$ cat src/rtl/wb_burst_traffic_gen_if.sv
// Wishbone B3 master-side signal bundle for the burst traffic generator.
interface wb_burst_traffic_gen_if #(
  parameter int DW = 32,
  parameter int AW = 26
);
  logic            wb_cyc_o;
  logic            wb_stb_o;
  logic            wb_we_o;
  logic [AW-1:0]   wb_addr_o;
  logic [DW-1:0]   wb_dat_o;
  logic [DW/8-1:0] wb_sel_o;
  logic [2:0]      wb_cti_o;
  logic [DW-1:0]   wb_dat_i;
  logic            wb_ack_i;

  modport master (
    output wb_cyc_o, wb_stb_o, wb_we_o, wb_addr_o, wb_dat_o, wb_sel_o, wb_cti_o,
    input  wb_dat_i, wb_ack_i
  );

  modport slave (
    input  wb_cyc_o, wb_stb_o, wb_we_o, wb_addr_o, wb_dat_o, wb_sel_o, wb_cti_o,
    output wb_dat_i, wb_ack_i
  );
endinterface

$ cat src/rtl/wb_burst_traffic_gen.sv
// Wishbone B3 burst master: patterned write and/or read-back traffic with
// read-data checking, mismatch logging and stalled-bus timeout abort.
module wb_burst_traffic_gen #(
  parameter int DW        = 32,
  parameter int AW        = 26,
  parameter int BL        = 8,
  parameter int LENW      = 16,
  parameter int TO_CYCLES = 1024,
  parameter int ECW       = 16
) (
  input  logic                   wb_clk_i,
  input  logic                   wb_rst_i,
  input  logic                   start_i,
  input  logic [1:0]             cfg_op_i,
  input  logic [1:0]             cfg_pat_i,
  input  logic [AW-1:0]          cfg_base_i,
  input  logic [LENW-1:0]        cfg_len_i,
  input  logic [DW-1:0]          cfg_seed_i,
  wb_burst_traffic_gen_if.master wb,
  output logic                   busy_o,
  output logic                   done_o,
  output logic                   err_o,
  output logic                   timeout_o,
  output logic [ECW-1:0]         err_cnt_o,
  output logic [AW-1:0]          first_err_addr_o
);
  localparam int BPW = DW / 8;
  localparam int BCW = $clog2(BL + 1);
  localparam int TOW = $clog2(TO_CYCLES + 1);
  localparam logic [2:0] CTI_INC = 3'b010;
  localparam logic [2:0] CTI_END = 3'b111;

  typedef enum logic [1:0] {S_IDLE, S_BURST, S_GAP, S_DONE} state_t;
  state_t r_state, w_state;

  logic             r_rd_phase, w_rd_phase, r_two_phase, w_two_phase;
  logic [1:0]       r_pat, w_pat;
  logic [AW-1:0]    r_base, w_base;
  logic [LENW-1:0]  r_len, w_len, r_idx, w_idx;
  logic [DW-1:0]    r_seed, w_seed;
  logic [BCW-1:0]   r_bcnt, w_bcnt;
  logic [TOW-1:0]   r_to, w_to;
  logic             r_cyc, w_cyc, r_stb, w_stb, r_we, w_we;
  logic [AW-1:0]    r_addr, w_addr;
  logic [DW-1:0]    r_dat, w_dat;
  logic [BPW-1:0]   r_sel, w_sel;
  logic [2:0]       r_cti, w_cti;
  logic             r_busy, w_busy, r_done, w_done, r_err, w_err, r_timeout, w_timeout;
  logic [ECW-1:0]   r_err_cnt, w_err_cnt;
  logic [AW-1:0]    r_fea, w_fea;
  logic             w_launch, w_clr_bus, w_ack, w_mismatch;
  logic [LENW-1:0]  w_l_idx;
  logic [BCW-1:0]   w_l_bcnt;
  logic [DW-1:0]    w_exp_rd;

  function automatic logic [AW-1:0] addr_of(input logic [AW-1:0] base,
                                            input logic [LENW-1:0] idx);
    return base + AW'(idx) * AW'(BPW);
  endfunction

  function automatic logic [DW-1:0] pat_of(input logic [1:0] pat, input logic [DW-1:0] seed,
                                           input logic [AW-1:0] addr, input logic [LENW-1:0] idx);
    case (pat)
      2'b00:   return seed + DW'(idx);
      2'b01:   return ~(seed + DW'(idx));
      2'b10:   return DW'(addr);
      default: return seed;
    endcase
  endfunction

  always_comb begin
    w_state = r_state;  w_rd_phase = r_rd_phase;  w_two_phase = r_two_phase;
    w_pat = r_pat;  w_base = r_base;  w_len = r_len;  w_seed = r_seed;
    w_idx = r_idx;  w_bcnt = r_bcnt;  w_to = r_to;
    w_cyc = r_cyc;  w_stb = r_stb;  w_we = r_we;  w_addr = r_addr;
    w_dat = r_dat;  w_sel = r_sel;  w_cti = r_cti;
    w_busy = r_busy;  w_done = 1'b0;  w_err = r_err;  w_timeout = r_timeout;
    w_err_cnt = r_err_cnt;  w_fea = r_fea;
    w_launch = 1'b0;  w_clr_bus = 1'b0;  w_l_idx = '0;  w_l_bcnt = '0;
    w_ack = r_stb & wb.wb_ack_i;
    w_exp_rd = pat_of(r_pat, r_seed, r_addr, r_idx);
    w_mismatch = w_ack & ~r_we & (wb.wb_dat_i != w_exp_rd);

    case (r_state)
      S_IDLE: if (start_i) begin
        w_two_phase = cfg_op_i[1];
        w_rd_phase  = (cfg_op_i == 2'b01);
        w_pat  = cfg_pat_i;
        w_base = cfg_base_i & ~AW'(BPW - 1);
        w_len  = cfg_len_i;
        w_seed = cfg_seed_i;
        w_err = 1'b0;  w_timeout = 1'b0;  w_err_cnt = '0;  w_fea = '0;
        if (cfg_len_i == '0) begin
          w_state = S_DONE;
          w_done  = 1'b1;
        end else begin
          w_state  = S_BURST;
          w_busy   = 1'b1;
          w_launch = 1'b1;
        end
      end
      S_BURST: begin
        if (w_ack) begin
          if (w_mismatch) begin
            w_err = 1'b1;
            if (r_err_cnt != '1) w_err_cnt = r_err_cnt + ECW'(1);
            if (r_err_cnt == '0) w_fea = r_addr;
          end
          if (r_cti == CTI_END) begin
            w_state   = S_GAP;
            w_idx     = r_idx + LENW'(1);
            w_clr_bus = 1'b1;
          end else begin
            w_launch = 1'b1;
            w_l_idx  = r_idx + LENW'(1);
            w_l_bcnt = r_bcnt + BCW'(1);
          end
        end else if (r_to == TOW'(TO_CYCLES - 1)) begin
          // stalled slave: abandon the whole operation, not just this burst
          w_clr_bus = 1'b1;
          w_timeout = 1'b1;
          w_err     = 1'b1;
          w_state   = S_DONE;
          w_done    = 1'b1;
          w_busy    = 1'b0;
        end else begin
          w_to = r_to + TOW'(1);
        end
      end
      S_GAP: begin
        if (r_idx != r_len) begin
          w_launch = 1'b1;
          w_l_idx  = r_idx;
          w_state  = S_BURST;
        end else if (!r_rd_phase && r_two_phase) begin
          w_rd_phase = 1'b1;
          w_launch   = 1'b1;
          w_state    = S_BURST;
        end else begin
          w_state = S_DONE;
          w_done  = 1'b1;
          w_busy  = 1'b0;
        end
      end
      default: w_state = S_IDLE;
    endcase

    if (w_clr_bus) begin
      w_cyc = 1'b0;  w_stb = 1'b0;  w_we = 1'b0;
      w_addr = '0;  w_dat = '0;  w_sel = '0;  w_cti = '0;
    end
    // present beat w_l_idx; bursts restart at BL multiples so they stay BL-aligned to base
    if (w_launch) begin
      w_cyc  = 1'b1;  w_stb = 1'b1;  w_we = ~w_rd_phase;
      w_idx  = w_l_idx;  w_bcnt = w_l_bcnt;  w_to = '0;
      w_addr = addr_of(w_base, w_l_idx);
      w_dat  = w_we ? pat_of(w_pat, w_seed, w_addr, w_l_idx) : '0;
      w_sel  = '1;
      w_cti  = (w_l_idx == w_len - LENW'(1) || w_l_bcnt == BCW'(BL - 1)) ? CTI_END : CTI_INC;
    end
  end

  always_ff @(posedge wb_clk_i) begin
    if (wb_rst_i) begin
      r_state <= S_IDLE;  r_rd_phase <= 1'b0;  r_two_phase <= 1'b0;
      r_pat <= '0;  r_base <= '0;  r_len <= '0;  r_seed <= '0;
      r_idx <= '0;  r_bcnt <= '0;  r_to <= '0;
      r_cyc <= 1'b0;  r_stb <= 1'b0;  r_we <= 1'b0;  r_addr <= '0;
      r_dat <= '0;  r_sel <= '0;  r_cti <= '0;
      r_busy <= 1'b0;  r_done <= 1'b0;  r_err <= 1'b0;  r_timeout <= 1'b0;
      r_err_cnt <= '0;  r_fea <= '0;
    end else begin
      r_state <= w_state;  r_rd_phase <= w_rd_phase;  r_two_phase <= w_two_phase;
      r_pat <= w_pat;  r_base <= w_base;  r_len <= w_len;  r_seed <= w_seed;
      r_idx <= w_idx;  r_bcnt <= w_bcnt;  r_to <= w_to;
      r_cyc <= w_cyc;  r_stb <= w_stb;  r_we <= w_we;  r_addr <= w_addr;
      r_dat <= w_dat;  r_sel <= w_sel;  r_cti <= w_cti;
      r_busy <= w_busy;  r_done <= w_done;  r_err <= w_err;  r_timeout <= w_timeout;
      r_err_cnt <= w_err_cnt;  r_fea <= w_fea;
    end
  end

  assign wb.wb_cyc_o  = r_cyc;
  assign wb.wb_stb_o  = r_stb;
  assign wb.wb_we_o   = r_we;
  assign wb.wb_addr_o = r_addr;
  assign wb.wb_dat_o  = r_dat;
  assign wb.wb_sel_o  = r_sel;
  assign wb.wb_cti_o  = r_cti;
  assign busy_o           = r_busy;
  assign done_o           = r_done;
  assign err_o            = r_err;
  assign timeout_o        = r_timeout;
  assign err_cnt_o        = r_err_cnt;
  assign first_err_addr_o = r_fea;
endmodule

$ cat src/flat_wrapper.sv
// flat-port wrapper written by rule: the top's interface ports become plain ports
module wb_burst_traffic_gen_flat 
#(
  parameter int DW        = 32,
  parameter int AW        = 26,
  parameter int BL        = 8,
  parameter int LENW      = 16,
  parameter int TO_CYCLES = 1024,
  parameter int ECW       = 16
)
  (wb_clk_i, wb_rst_i, start_i, cfg_op_i, cfg_pat_i, cfg_base_i, cfg_len_i, cfg_seed_i, busy_o, done_o, err_o, timeout_o, err_cnt_o, first_err_addr_o, wb_wb_cyc_o, wb_wb_stb_o, wb_wb_we_o, wb_wb_addr_o, wb_wb_dat_o, wb_wb_sel_o, wb_wb_cti_o, wb_wb_dat_i, wb_wb_ack_i);
  wb_burst_traffic_gen_if #(.DW(DW), .AW(AW)) wb_i ();
  input  logic wb_clk_i;
  input  logic wb_rst_i;
  input  logic start_i;
  input  logic [1:0] cfg_op_i;
  input  logic [1:0] cfg_pat_i;
  input  logic [AW-1:0] cfg_base_i;
  input  logic [LENW-1:0] cfg_len_i;
  input  logic [DW-1:0] cfg_seed_i;
  output logic busy_o;
  output logic done_o;
  output logic err_o;
  output logic timeout_o;
  output logic [ECW-1:0] err_cnt_o;
  output logic [AW-1:0] first_err_addr_o;
  output wire logic [$bits(wb_i.wb_cyc_o)-1:0] wb_wb_cyc_o;
  output wire logic [$bits(wb_i.wb_stb_o)-1:0] wb_wb_stb_o;
  output wire logic [$bits(wb_i.wb_we_o)-1:0] wb_wb_we_o;
  output wire logic [$bits(wb_i.wb_addr_o)-1:0] wb_wb_addr_o;
  output wire logic [$bits(wb_i.wb_dat_o)-1:0] wb_wb_dat_o;
  output wire logic [$bits(wb_i.wb_sel_o)-1:0] wb_wb_sel_o;
  output wire logic [$bits(wb_i.wb_cti_o)-1:0] wb_wb_cti_o;
  input wire logic [$bits(wb_i.wb_dat_i)-1:0] wb_wb_dat_i;
  input wire logic [$bits(wb_i.wb_ack_i)-1:0] wb_wb_ack_i;
  assign wb_wb_cyc_o = wb_i.wb_cyc_o;
  assign wb_wb_stb_o = wb_i.wb_stb_o;
  assign wb_wb_we_o = wb_i.wb_we_o;
  assign wb_wb_addr_o = wb_i.wb_addr_o;
  assign wb_wb_dat_o = wb_i.wb_dat_o;
  assign wb_wb_sel_o = wb_i.wb_sel_o;
  assign wb_wb_cti_o = wb_i.wb_cti_o;
  assign wb_i.wb_dat_i = wb_wb_dat_i;
  assign wb_i.wb_ack_i = wb_wb_ack_i;
  wb_burst_traffic_gen #(.DW(DW), .AW(AW), .BL(BL), .LENW(LENW), .TO_CYCLES(TO_CYCLES), .ECW(ECW)) u_core (.wb_clk_i(wb_clk_i), .wb_rst_i(wb_rst_i), .start_i(start_i), .cfg_op_i(cfg_op_i), .cfg_pat_i(cfg_pat_i), .cfg_base_i(cfg_base_i), .cfg_len_i(cfg_len_i), .cfg_seed_i(cfg_seed_i), .wb(wb_i), .busy_o(busy_o), .done_o(done_o), .err_o(err_o), .timeout_o(timeout_o), .err_cnt_o(err_cnt_o), .first_err_addr_o(first_err_addr_o));
endmodule
$ cat config.mk
export PLATFORM = sky130hd
export DESIGN_NAME = wb_burst_traffic_gen_flat
export DESIGN_NICKNAME = d
export VERILOG_FILES = /design/src/rtl/wb_burst_traffic_gen_if.sv /design/src/rtl/wb_burst_traffic_gen.sv /design/src/flat_wrapper.sv
export SDC_FILE = /design/constraint.sdc
export NUM_CORES = 1
export LEC_CHECK = 0
export ABC_AREA = 0
export BUFFER_PORTS_ARGS = -buffer_cell sky130_fd_sc_hd__buf_2
export CAP_MARGIN = 0
export CORE_ASPECT_RATIO = 1.1
export CORE_MARGIN = 2
export CORE_UTILIZATION = 40
export CTS_CLUSTER_SIZE = 30
export DETAILED_ROUTE_END_ITERATION = 16
export PLACE_DENSITY_LB_ADDON = 0.15
export REMOVE_ABC_BUFFERS = 1
export SLEW_MARGIN = 30
export SYNTH_ARGS = -nofsm -noshare
export SYNTH_HDL_FRONTEND = slang
export SYNTH_SLANG_ARGS = --single-unit
$ cat constraint.sdc
create_clock -name wb_clk_i -period 14.3 [get_ports wb_clk_i]
set_input_delay 2.86 -clock wb_clk_i [delete_from_list [all_inputs] [get_ports wb_clk_i]]
set_output_delay 2.86 -clock wb_clk_i [all_outputs]
set_load 0.02 [all_outputs]
==> flow_summary.ini <==
[clock_tree]
numCtsBuffers = 26
clk_latency_ns = 0.55
cts_tree = done
htreeDepth = 1
cts.sinks = 218
holdBufCountCts = 0
postCtsSetupRepairBufs = 0
cts-resized-gates = 0
clk_pin_slew_ns = 0.06
root_buffer = clkbuf_16
clockBufferDepth = 3

[global_route]
grt_pass1_vias = 16600
grt_max_degree = 68
grt_overflow = 0
grt_antenna_before_repair = 1
grt_pass1_wl_mm = 101
grt_util_all_layers_pct = 29.2

[yosys]
synthArstFlopShare_pct = 0
synthTopCellsByArea = dfxtp_1 (26%), nand2_1 (6.4%), xnor2_1 (6.2%)
synth.top_cells.by_count = nand2_1 (290), nor2_1 (277), dfxtp_1 (218), a21oi_1 (175), o21ai_0 (133)
synth_top_cell_by_area = dfxtp_1
ys.flop_type = dfxtp_1
synth_seq_cells = 218
ys_seq_area_share_pct = 25.6
yosysUniqueCellTypes = 102
synth_edf_count = 0
yosys_warnings = 0
syn_area_sq_um = 17000
syn_avg_cell_area_sq_um = 7.31
yosysTopAreaCellShare_pct = 25.6
yosysMostFrequentCell = nand2_1
synth_cells = 2332

[place]
gp_congestion = 0.950
place_hpwl_mm = 50.1
numPortBuffers = 225

[setup_path]
r2r-start = u_core.r_state[0]$_SDFFE_PP0P_
r2r_cells = 21
r2r_slack_ns = 8.27
start_kind = input pin
crit_required_ns = 14.77
crit_path_end_kind = register
worst-setup-path-type = input pin to register
r2r_end = u_core.wb.wb_dat_o[22]$_SDFFE_PP0P_
path_max_fanout = 59
endpoint = u_core.wb.wb_dat_o[22]$_SDFFE_PP0P_
crit_path_top_delay_cell = buf_4
slowest_delay_ns = 0.80
critPathArrivalTime_ns = 7.97
cp-startpoint = start_i
cp_cell_sequence = buf_2, and2_4, buf_4, mux2i_1, inv_1, ha_1, a21o_1, a21o_1, a21oi_1, o21ai_0, a21oi_1, nand2_1, a31oi_1, nor3_1, xor2_1, mux2_2, o21ai_0, a21oi_1, o21ai_0

[timing]
tightest_slew_ns = 1.02
hold_viol_final = 0
setup_tns_ns = 0
slew_viol_final = 0
clock_skew_ns = 0.00774
min_period_ns = 7.50
relSlewSlack_pct = 31.8
fmax_mhz = 133
setup_viol = 0
rsz0062_at_grt = false
finalCritPeriodShare_pct = 52.4

[cells_and_area]
area_delta_synth_final_pct = 13.6
fin_nets = 2623
fin_util_pct = 45.9
final_layout_size_suffix_gt1_share_pct = 14.3

[floorplanning]
row_count = 79
die_w_um = 201
initial_core_util_pct = 40.4
die_area_sq_um = 44300
core_area_sq_um = 42200
pin_count = 228
die_h_um = 220

[drt]
vias = 18200
wl_per_cell_um = 22.1
antenna_left = 0
drt_iter0_markers = 1611
wl_mm = 67.3
drc = 0
dr.pass1.iters = 6
viasPerCell = 5.97

[power_and_ir_drop]
p_leak_nw = 8.13
vdd_drop_max_mv = 0.0893
power.density_nw_per_um2 = 149

[run]
drv_cap = 0

[status]
status = completed

[worst_hold_path]
hp-class = register to register
-- layout make-up --
cell class              count  area [sq um]
clock inverters            11           161
inverters                  52           195
multi-input cells        1900         11800
clock buffers              37           763
repair buffers            253          1340
fillers                  4400         22900
flip-flops and latches    218          4370
well taps                 567           709
diodes                      2          5.00
-- how the worst min path moves through the flow --
stage / startpoint / endpoint / cells after the start
after floorplan: u_core.r_to[10]$_SDFFE_PP0P_ / u_core.r_to[10]$_SDFFE_PP0P_ / 2
after global placement: u_core.wb.wb_dat_o[23]$_SDFFE_PP0P_ / u_core.wb.wb_dat_o[23]$_SDFFE_PP0P_ / 1
after detailed placement: u_core.wb.wb_dat_o[27]$_SDFFE_PP0P_ / u_core.wb.wb_dat_o[27]$_SDFFE_PP0P_ / 2
after CTS: u_core.wb.wb_dat_o[22]$_SDFFE_PP0P_ / u_core.wb.wb_dat_o[22]$_SDFFE_PP0P_ / 2
after global routing: u_core.r_base[10]$_SDFF_PP0_ / u_core.r_base[10]$_SDFF_PP0_ / 2
final: u_core.wb.wb_dat_o[27]$_SDFFE_PP0P_ / u_core.wb.wb_dat_o[27]$_SDFFE_PP0P_ / 2
-- metal layers --
metal | track usage (%) | wire (um)
met2 | 47.6 | 30400
met3 | 3.34 | 4350
met1 | 39.4 | 29800
met5 | 0 | 0
met4 | 12.1 | 2800
-- flip-flops by register name, indices dropped and copies added (netlist names), 4 cells and up --
register / count
u_core.wb.wb_addr_o: 26
u_core.r_to: 11
u_core.first_err_addr_o: 26
u_core.r_bcnt: 4
u_core.err_cnt_o: 16
u_core.r_idx: 16
u_core.wb.wb_dat_o: 32
u_core.r_len: 16
u_core.r_base: 26
u_core.r_seed: 32
-- through the flow --
step | cell area [sq um] | total power, mW | std cells | worst slack [ns] | hold slack [ns]
2_1_floorplan | 16300 | 1.69 | 2170 | 4.58 | 0.429
4_1_cts | 19300 | 2.88 | 3038 | 6.87 | 0.459
3_3_place_gp | 18400 | 2.14 | 2990 | 6.34 | 0.434
6_report | 19400 | 2.89 | 3040 | 6.80 | 0.451
5_1_grt | 19400 | 3.05 | 3039 | 6.59 | 0.478
3_5_place_dp | 18400 | 2.16 | 2990 | 6.30 | 0.443
-- cell usage in the layout (no fill, tap or decap), types with 9 or more instances in the layout --
| cell | n |
|---|---|
| nand2_1 | 289 |
| nor2_1 | 276 |
| buf_2 | 224 |
| dfxtp_1 | 216 |
| a21oi_1 | 175 |
| o21ai_0 | 131 |
| xnor2_1 | 120 |
| nand3_1 | 82 |
| mux2i_1 | 76 |
| nor3_1 | 69 |
| ha_1 | 57 |
| inv_1 | 51 |
| nand4_1 | 46 |
| xor2_1 | 42 |
| a22o_1 | 33 |
| and3_1 | 31 |
| a22oi_1 | 30 |
| buf_4 | 29 |
| nor2b_1 | 28 |
| o211ai_1 | 28 |
| a21o_1 | 28 |
| clkbuf_16 | 27 |
| nor4_1 | 26 |
| or3_1 | 19 |
| nand2b_1 | 18 |
| a211oi_1 | 17 |
| and2_1 | 16 |
| a31oi_1 | 16 |
| nor3b_1 | 13 |
| or4_1 | 13 |
| o31ai_1 | 11 |
| a2111oi_0 | 11 |
| or2_2 | 10 |
| a32oi_1 | 10 |
| o21a_1 | 9 |
-- logic make-up after synthesis --
group / count (synthesis) / share of synthesized area (%)
simple gates: 976 / 27.1
xor+xnor: 162 / 8.32
mux: 84 / 4.99
buf+inv: 214 / 5.61
fa+ha+maj: 59 / 4.36
compound gates: 619 / 24.0
flops: 218 / 25.6
-- worst max-delay path: cells and delay by family --
family	cells	cell delay, ns
muxes	2	0.75
AOI/OAI and AO/OA	9	1.87
buffers and inverters	3	1.04
adders and majority gates	1	0.40
and+or+nand+nor	3	0.79
xor gates and xnor gates	1	0.20
-- where the power goes --
group / switching (mW) / leakage (nW) / internal [mW]
Sequential: 0.130 / 1.78 / 0.698
Combinational: 0.894 / 5.90 / 0.449
Clock: 0.281 / 0.455 / 0.443
Total: 1.30 / 8.13 / 1.59
Power figures use the tool's default switching activity.
